<file path="config.mk">
export PLATFORM = sky130hd
export DESIGN_NAME = button_pulse_gen
export DESIGN_NICKNAME = d
export VERILOG_FILES = /design/src/rtl/button_pkg.sv /design/src/rtl/db_channel.sv /design/src/rtl/button_pulse_gen.sv
export SDC_FILE = /design/constraint.sdc
export NUM_CORES = 1
export LEC_CHECK = 0
export BUFFER_PORTS_ARGS = -buffer_cell sky130_fd_sc_hd__clkbuf_2
export CORE_ASPECT_RATIO = 0.5
export CORE_MARGIN = 3
export CORE_UTILIZATION = 29
export DETAILED_ROUTE_END_ITERATION = 16
export SLEW_MARGIN = 20
export SYNTH_ARGS = -nofsm -noshare
export SYNTH_HDL_FRONTEND = slang
export SYNTH_SLANG_ARGS = --single-unit
</file>
<file path="constraint.sdc">
create_clock -name clk -period 2.3 [get_ports clk]
set_clock_uncertainty 0.1 [all_clocks]
set_input_delay 0.115 -clock clk [delete_from_list [all_inputs] [get_ports clk]]
set_output_delay 0.115 -clock clk [all_outputs]
set_load 0.01 [all_outputs]
</file>
<file path="src/rtl/button_pkg.sv">
`default_nettype none
// ============================================================================
// Module  : button_pkg
// Brief   : Shared debounce state encoding and default debounce length.
// Rev     : 1.0
// ============================================================================
package button_pkg;

    // 10 ms of stable samples at 50 MHz
    localparam int c_DB_TICKS_DEF = 500000;

    typedef enum logic [1:0] {
        STABLE_LO = 2'd0,
        WAIT_HI   = 2'd1,
        STABLE_HI = 2'd2,
        WAIT_LO   = 2'd3
    } db_state_t;

endpackage
`default_nettype wire

</file>
<file path="src/rtl/db_channel.sv">
`default_nettype none
// ============================================================================
// Module  : db_channel
// Brief   : One pushbutton channel: 2-flop synchronizer, debounce FSM/counter,
//           registered level and a one-cycle-early press indication.
// Rev     : 1.0
// ============================================================================
module db_channel
    import button_pkg::*;
#(
    parameter int DB_TICKS = c_DB_TICKS_DEF,
    parameter int CNT_W    = $clog2(DB_TICKS + 1)
) (
    input  logic clk,
    input  logic rst,
    input  logic i_btn,
    output logic o_level,
    output logic o_fire
);

    localparam logic [CNT_W-1:0] c_LAST = CNT_W'(DB_TICKS - 1);

    logic [1:0]       r_sync;
    logic             w_sync;
    db_state_t        r_state;
    db_state_t        w_state_nxt;
    logic [CNT_W-1:0] r_cnt;
    logic [CNT_W-1:0] w_cnt_nxt;
    logic             r_level;

    assign w_sync  = r_sync[1];
    assign o_level = r_level;

    always_ff @(posedge clk) begin
        if (rst) begin
            r_sync  <= 2'b00;
            r_state <= STABLE_LO;
            r_cnt   <= '0;
            r_level <= 1'b0;
        end else begin
            r_sync  <= {r_sync[0], i_btn};
            r_state <= w_state_nxt;
            r_cnt   <= w_cnt_nxt;
            r_level <= (w_state_nxt == STABLE_HI) || (w_state_nxt == WAIT_LO);
        end
    end

    // Counter defaults to zero, so it clears on WAIT entry and in STABLE states.
    // o_fire marks the WAIT_HI->STABLE_HI edge; the parent registers it.
    always_comb begin
        w_state_nxt = r_state;
        w_cnt_nxt   = '0;
        o_fire      = 1'b0;
        case (r_state)
            STABLE_LO: begin
                if (w_sync) w_state_nxt = WAIT_HI;
            end
            WAIT_HI: begin
                if (!w_sync) begin
                    w_state_nxt = STABLE_LO;
                end else if (r_cnt == c_LAST) begin
                    w_state_nxt = STABLE_HI;
                    o_fire      = 1'b1;
                end else begin
                    w_cnt_nxt = r_cnt + 1'b1;
                end
            end
            STABLE_HI: begin
                if (!w_sync) w_state_nxt = WAIT_LO;
            end
            WAIT_LO: begin
                if (w_sync) begin
                    w_state_nxt = STABLE_HI;
                end else if (r_cnt == c_LAST) begin
                    w_state_nxt = STABLE_LO;
                end else begin
                    w_cnt_nxt = r_cnt + 1'b1;
                end
            end
            default: w_state_nxt = STABLE_LO;
        endcase
    end

endmodule
`default_nettype wire

</file>
<file path="src/rtl/button_pulse_gen.sv">
`default_nettype none
// ============================================================================
// Module  : button_pulse_gen
// Brief   : Debounces set/reset pushbuttons into registered one-cycle strobes
//           for a downstream SR flip-flop; reset wins on a simultaneous press.
// Rev     : 1.0
// ============================================================================
module button_pulse_gen
    import button_pkg::*;
#(
    parameter int DB_TICKS = c_DB_TICKS_DEF,
    parameter int CNT_W    = $clog2(DB_TICKS + 1)
) (
    input  logic clk,
    input  logic reset,
    input  logic s_btn,
    input  logic r_btn,
    output logic s_pulse,
    output logic r_pulse,
    output logic s_level,
    output logic r_level
);

    logic w_s_fire;
    logic w_r_fire;
    logic r_s_pulse;
    logic r_r_pulse;

    db_channel #(
        .DB_TICKS (DB_TICKS),
        .CNT_W    (CNT_W)
    ) u_s_chan (
        .clk     (clk),
        .rst     (reset),
        .i_btn   (s_btn),
        .o_level (s_level),
        .o_fire  (w_s_fire)
    );

    db_channel #(
        .DB_TICKS (DB_TICKS),
        .CNT_W    (CNT_W)
    ) u_r_chan (
        .clk     (clk),
        .rst     (reset),
        .i_btn   (r_btn),
        .o_level (r_level),
        .o_fire  (w_r_fire)
    );

    // A coincident set is dropped, not deferred.
    always_ff @(posedge clk) begin
        if (reset) begin
            r_s_pulse <= 1'b0;
            r_r_pulse <= 1'b0;
        end else begin
            r_s_pulse <= w_s_fire & ~w_r_fire;
            r_r_pulse <= w_r_fire;
        end
    end

    assign s_pulse = r_s_pulse;
    assign r_pulse = r_r_pulse;

endmodule
`default_nettype wire

</file>
==> flow_summary.ini, run 1 <==
[yosys]
ys_seq_area_frac = 0.460
synthArstFlopShare = 0
synth-xor-area-share = 0.113
synth.top_cells.by_area = dfxtp_1 46%, xnor2_1 8.4%, nor2_1 6.5%
syn_area_um2 = 2180
synth_top_family_by_area = simple AND/OR/NAND/NOR gates
synth-simple-area-share = 0.304
synth_top_cell_area_share = 0.460
ys_ff_latch = 50
yosysUniqueCellTypes = 38
synth_edf_count = 0
synth_nets = 247
ys.flop_type = dfxtp_1
yosys_warnings = 0
synth_cells = 241
yosys.area.top_type = dfxtp_1
synth_fa_ha_area_frac = 0.0115
avgSynthCellArea_um2 = 9.04
muxShareOfSynthArea = 0.0138
synth_compound_area_frac = 0.0638

[power]
combPwrFrac = 0.010
peakVddDrop_uv = 243
clock_power_share = 0.481
power_uw = 1710
p_seq_frac = 0.510
p_switching_uw = 318
sw_frac_of_total = 0.186
powerDensity_nw_per_um2 = 683
p_int_uw = 1390
p_leak_uw = 0.000748

[clock_network]
post_cts_resized = 0
cts_made_buffers = 5
cts.sinks = 50
htree_levels = 2
clk_pin_slew_ns = 0.06
cts_tree = built
cts_setup_buffers = 0
cts_root_buf = clkbuf_16
clk_latency_ns = 0.29
clk_path_buf_depth = 2

[final_layout]
layout_commonest_cell = dfxtp_1
final_util = 0.360
drive_gt1_frac = 0.114
area_growth_pct = 14.9
fin_nets = 259
diodes = 0
stdcell_area_um2 = 2500
final_cell_mix = 50 x dfxtp_1, 38 x nor2_1, 21 x xnor2_1, 12 x nor3_1

[floorplan]
start_util = 0.313
num_rows = 21
fp.dieH_um = 67.3
top_level_ports = 8
core_area_um2 = 6960
die-area_um2 = 8650
die_x_um = 129

[timing]
setup_viol = 0
tightest_slew_ns = 0.577
fin_crit_sh = 0.826
slew_viol_final = 0
max_freq_ghz = 0.526
tns_ns = 0
period_minus_slack_ns = 1.90
final-hold-violation-count = 0
rsz0062_at_grt = false
slew_headroom = 0.612

[placed_design]
place_area_um2 = 2320
dp_hpwl_um = 2740
globalplace.congestion = 0.816
io_buffers = 7

[routing]
drt-initial-drc-count = 120
routedWlPerCell_um = 11.0
wl_um = 3800
firstDrtPassIters = 4
detail-route-antenna-nets = 0
drc_errors = 0
dr_total_vias = 1673
via_per_inst = 4.84

[worst_hold_path]
hold_depth = 2
holdCritStartpoint = reset
hp-class = input pin to flop
worstHoldEndpoint = u_r_chan.o_level

[worst_setup_path]
worst-setup-path-type = flop to flop
rr_worst_depth = 5
cp_slowest_cell = nor4_1
path_cells = ha_1, nand4_1, nor4_1, a31o_2, a21oi_1
cp.required_ns = 2.38
path_max_fanout = 4
cp-startpoint = u_r_chan.r_cnt[0]
critical_path_arrival_ns = 1.98
r2r-start = u_r_chan.r_cnt[0]
r2r_slack_ns = 0.40
end_kind = flop
slowest_delay_ns = 0.59
rr_endpoint = u_r_chan.r_cnt[18]
cp-start-kind = flop

[global_route]
grt_pass1_wl_um = 6940
grt_max_degree = 20
met3_usage = 0.0363
busiest_layer = met2
antenna_found_initial = 0
track_usage = 0.0998
overflow = 0
gr-usage-met1 = 0.118
grt_pass1_vias = 1601
grt_util_met2 = 0.165

[flow_run]
max_cap_viol_count = 0

[status]
status = complete, no violations
==> registers in the layout, summed over array words and instances, names as in the netlist <==
| signal | count |
|---|---|
| u_r_chan.r_sync | 2 |
| r_pulse | 1 |
| u_r_chan.r_cnt | 19 |
| u_s_chan.r_cnt | 19 |
| u_r_chan.r_state | 2 |
| u_s_chan.o_level | 1 |
| s_pulse | 1 |
| u_r_chan.o_level | 1 |
| u_s_chan.r_sync | 2 |
| u_s_chan.r_state | 2 |
==> power groups by stage <==
stage          registers [uW]  clock network [uW]  logic, uW
2_1_floorplan             891                   0       9.29
3_3_place_gp              891                   0       13.1
3_5_place_dp              891                   0       13.7
4_1_cts                   872                 847       16.4
5_1_grt                   872                 871       18.8
6_report                  872                 821       16.2
==> metrics by stage <==
step | cells | hold slack (ns) | setup slack (ns)
3_5_place_dp | 336 | 0.239 | 0.405
6_report | 346 | 0.0761 | 0.399
4_1_cts | 346 | 0.0653 | 0.394
3_3_place_gp | 336 | 0.224 | 0.416
5_1_grt | 346 | 0.103 | 0.195
2_1_floorplan | 241 | 0.143 | 0.584
==> critical path: cells and delay by family, from the launching register on <==
kind / cells / cell delay, ns
AND/OR/NAND/NOR: 2 / 0.79
adder cells (fa/ha/maj): 1 / 0.24
AO/OA/AOI/OAI: 2 / 0.29
flip-flops: 1 / 0.37
==> cell type report <==
cell class	instances	area [um2]
fillers	687	4460
multi-input cells	173	1100
flip-flops and latches	50	1000
clock buffers	6	129
well taps	92	115
repair buffers	12	77.6
inverters	11	41.3
clock inverters	2	37.5
==> worst max path at each step <==
stage | to | depth (start not counted)
6_report | u_r_chan.r_cnt[18] | 5
5_1_grt | u_s_chan.r_cnt[16] | 5
4_1_cts | u_s_chan.r_cnt[16] | 5
3_5_place_dp | u_s_chan.r_cnt[16] | 5
3_3_place_gp | u_r_chan.r_cnt[18] | 5
2_1_floorplan | u_r_chan.r_cnt[14] | 6
==> per-layer routing <==
metal | routed length, um | vias to the layer above
li1 | - | 871
met1 | 1880 | 775
met2 | 1710 | 17
met3 | 121 | 10
met4 | 89 | 0
met5 | 0 | -
==> cell families (layout without fill, tap and decap cells) <==
family | count (synthesis) | count (layout)
buf+inv | 18 | 31
flops | 50 | 50
compound gates | 20 | 20
xor+xnor | 28 | 28
fa+ha+maj | 2 | 2
mux | 3 | 3
simple gates | 120 | 120
==> synthesized netlist by cell type (2+ instances only) <==
master,n
inv_1,11
mux2i_1,3
nand2_1,9
xnor2_1,21
a21oi_1,7
clkbuf_1,3
dfxtp_1,50
nor2b_1,4
o31ai_1,2
nor4b_1,5
ha_1,2
nand3_1,11
o221ai_1,2
or3_1,3
nand3_2,2
nor2_1,38
nand4_1,11
nand4_2,2
a31o_2,2
buf_2,3
nor4_1,9
o21ai_0,3
and3_1,5
xor2_1,7
nand2b_1,2
nor3_1,12
==> repair_timing <==
| action | 4_1_cts | 5_1_grt |
|---|---|---|
| endpoints found under the setup margin | 0 | 0 |
| hold buffers | 2 | 0 |
| hold endpoints to repair | 2 | 0 |
Note: power is estimated with default switching activity, not from simulation.
==> run 2: changes to the inputs <==
--- a/config.mk
+++ b/config.mk
@@ -5,6 +5,7 @@
 export SDC_FILE = /design/constraint.sdc
 export NUM_CORES = 1
 export LEC_CHECK = 0
+export ABC_AREA = 1
 export BUFFER_PORTS_ARGS = -buffer_cell sky130_fd_sc_hd__clkbuf_2
 export CORE_ASPECT_RATIO = 0.5
 export CORE_MARGIN = 3
==> constraint.sdc (replaced) <==
create_clock -name clk -period 1.9 [get_ports clk]
set_clock_uncertainty 0.1 [all_clocks]
set_input_delay 0.095 -clock clk [delete_from_list [all_inputs] [get_ports clk]]
set_output_delay 0.095 -clock clk [all_outputs]
set_load 0.01 [all_outputs]
==> flow_summary.ini, run 2 <==
[yosys]
ys_ff_latch = 50
synth.top_cells.by_area = dfxtp_1 40%, nand2_1 13%, nor2_1 12%
ys_seq_area_frac = 0.402
synth_edf_count = 0
synth_common_cells = 84 x nand2_1, 79 x nor2_1, 50 x dfxtp_1, 47 x inv_1, 33 x nand3_1
synth_top_cell_area_share = 0.402
yosysUniqueCellTypes = 30
synth_cells = 360
post-synth-top-count-cell = nand2_1
avgSynthCellArea_um2 = 6.92
ys.flop_type = dfxtp_1
synth_nets = 366
synthArstFlopShare = 0
syn_area_um2 = 2490
yosys_warnings = 0
yosys.area.top_type = dfxtp_1

[placed_design]
io_buffers = 7
dp_hpwl_um = 3540
globalplace.congestion = 0.893

[floorplan]
core_area_um2 = 8170
num_rows = 23
die-area_um2 = 9810
start_util = 0.305
die_x_um = 137
fp.dieH_um = 71.5
top_level_ports = 8

[timing]
setup_viol = 0
tns_ns = 0
max_freq_ghz = 0.609
fin_crit_sh = 0.865
slew_viol_final = 0
tightest_slew_ns = 0.453
period_minus_slack_ns = 1.64
final-hold-violation-count = 0
slew_headroom = 0.696
rsz0062_at_grt = false

[routing]
firstDrtPassIters = 4
via_per_inst = 4.23
drt-initial-drc-count = 178
detail-route-antenna-nets = 0
wl_um = 4830
drc_errors = 0
routedWlPerCell_um = 9.77
dr_total_vias = 2093

[final_layout]
layout_commonest_cell = nand2_1
area_growth_pct = 16.4
diodes = 0
drive_gt1_frac = 0.104
reg_top3 = u_r_chan.r_cnt x19, u_s_chan.r_cnt x19
final_cell_mix = 84 x nand2_1, 79 x nor2_1, 50 x dfxtp_1, 47 x inv_1, 33 x nand3_1
final_util = 0.355
fin_nets = 388

[power]
powerDensity_nw_per_um2 = 717
peakVddDrop_uv = 365
p_leak_uw = 0.00103

[clock_network]
clk_latency_ns = 0.29
cts_tree = built
cts.sinks = 50
cts_made_buffers = 5
htree_levels = 2
post_cts_resized = 0
clk_pin_slew_ns = 0.06
cts_root_buf = clkbuf_16
cts_hold_buffers = 5
cts_setup_buffers = 0
clk_path_buf_depth = 2

[global_route]
grt_max_degree = 20
overflow = 0
grt_pass1_wl_um = 8980
antenna_found_initial = 0
grt_pass1_vias = 2040
track_usage = 0.112

[worst_setup_path]
path_cells = ha_1, nand2_1, nor2_2, nand3_1, nor2_2, or2_1, buf_12, nor2_1
crit_top_cell = nor2_2
cp-start-kind = flop
path_max_fanout = 19
cp_slowest_cell = dfxtp_1
worst-setup-path-type = flop to flop
critical_path_arrival_ns = 1.72
rr_worst_depth = 8
slowest_delay_ns = 0.35
end_kind = flop
cp.required_ns = 1.98

[flow_run]
max_cap_viol_count = 0

[status]
status = complete, no violations

[worst_hold_path]
hp-class = flop to flop
hold_depth = 2
## run 2: cell type report
cell class | count | area [um2]
fillers | 878 | 5270
inverters | 47 | 176
repair buffers | 19 | 150
multi-input cells | 259 | 1270
clock buffers | 7 | 133
flip-flops and latches | 50 | 1000
clock inverters | 1 | 30.0
well taps | 112 | 140
## run 2: cell families (layout without fill, tap and decap cells)
group,Yosys count,after routing,synth area share
buf+inv,51,74,0.0884
compound gates,8,8,0.0186
fa+ha+maj,2,2,0.0100
xor+xnor,15,15,0.0527
simple gates,234,234,0.428
flops,50,50,0.402
## run 2: routing by layer
| metal | up-vias | global-route usage | routed length, um |
|---|---|---|---|
| met2 | 22 | 0.175 | 2070 |
| li1 | 1152 | - | - |
| met5 | - | 0 | 0 |
| met1 | 912 | 0.151 | 2580 |
| met3 | 7 | 0.0281 | 123 |
| met4 | 0 | 0.0376 | 59 |
## run 2: stage by stage
step / setup WS, ns / cell area (um2) / hold slack [ns] / power [uW] / std cells
after floorplan: 0.245 / 2490 / 0.0662 / 1090 / 360
after global placement: 0.309 / 2690 / 0.188 / 1100 / 482
after detailed placement: 0.242 / 2690 / 0.190 / 1100 / 482
after CTS: 0.234 / 2900 / 0.302 / 2110 / 495
after global routing: 0.0725 / 2900 / 0.334 / 2150 / 495
final: 0.257 / 2900 / 0.313 / 2080 / 495
## run 2: worst max-delay path: cells and delay by family, from the launching register on
family | cells | cell delay (ns)
adder cells (fa/ha/maj) | 1 | 0.19
buffers and inverters | 1 | 0.20
flip-flops | 1 | 0.35
AND/OR/NAND/NOR | 6 | 0.68
## run 2: final timing paths
| path | startpoint | to | slack [ns] |
|---|---|---|---|
| worst max-delay path | u_r_chan.r_cnt[1] | u_r_chan.r_cnt[11] | 0.26 |
| worst min-delay path | u_s_chan.r_sync[0] | u_s_chan.r_sync[1] | 0.31 |
| worst max register to register | u_r_chan.r_cnt[1] | u_r_chan.r_cnt[11] | 0.26 |
| worst min register to register | u_s_chan.r_sync[0] | u_s_chan.r_sync[1] | 0.31 |
## run 2: power by group
part	switching (uW)	leakage, uW	total [uW]	internal [uW]
logic	12.1	0.000547	26.2	14.1
registers	3.03	0.000404	1060	1050
clock network	375	0.0000781	998	623
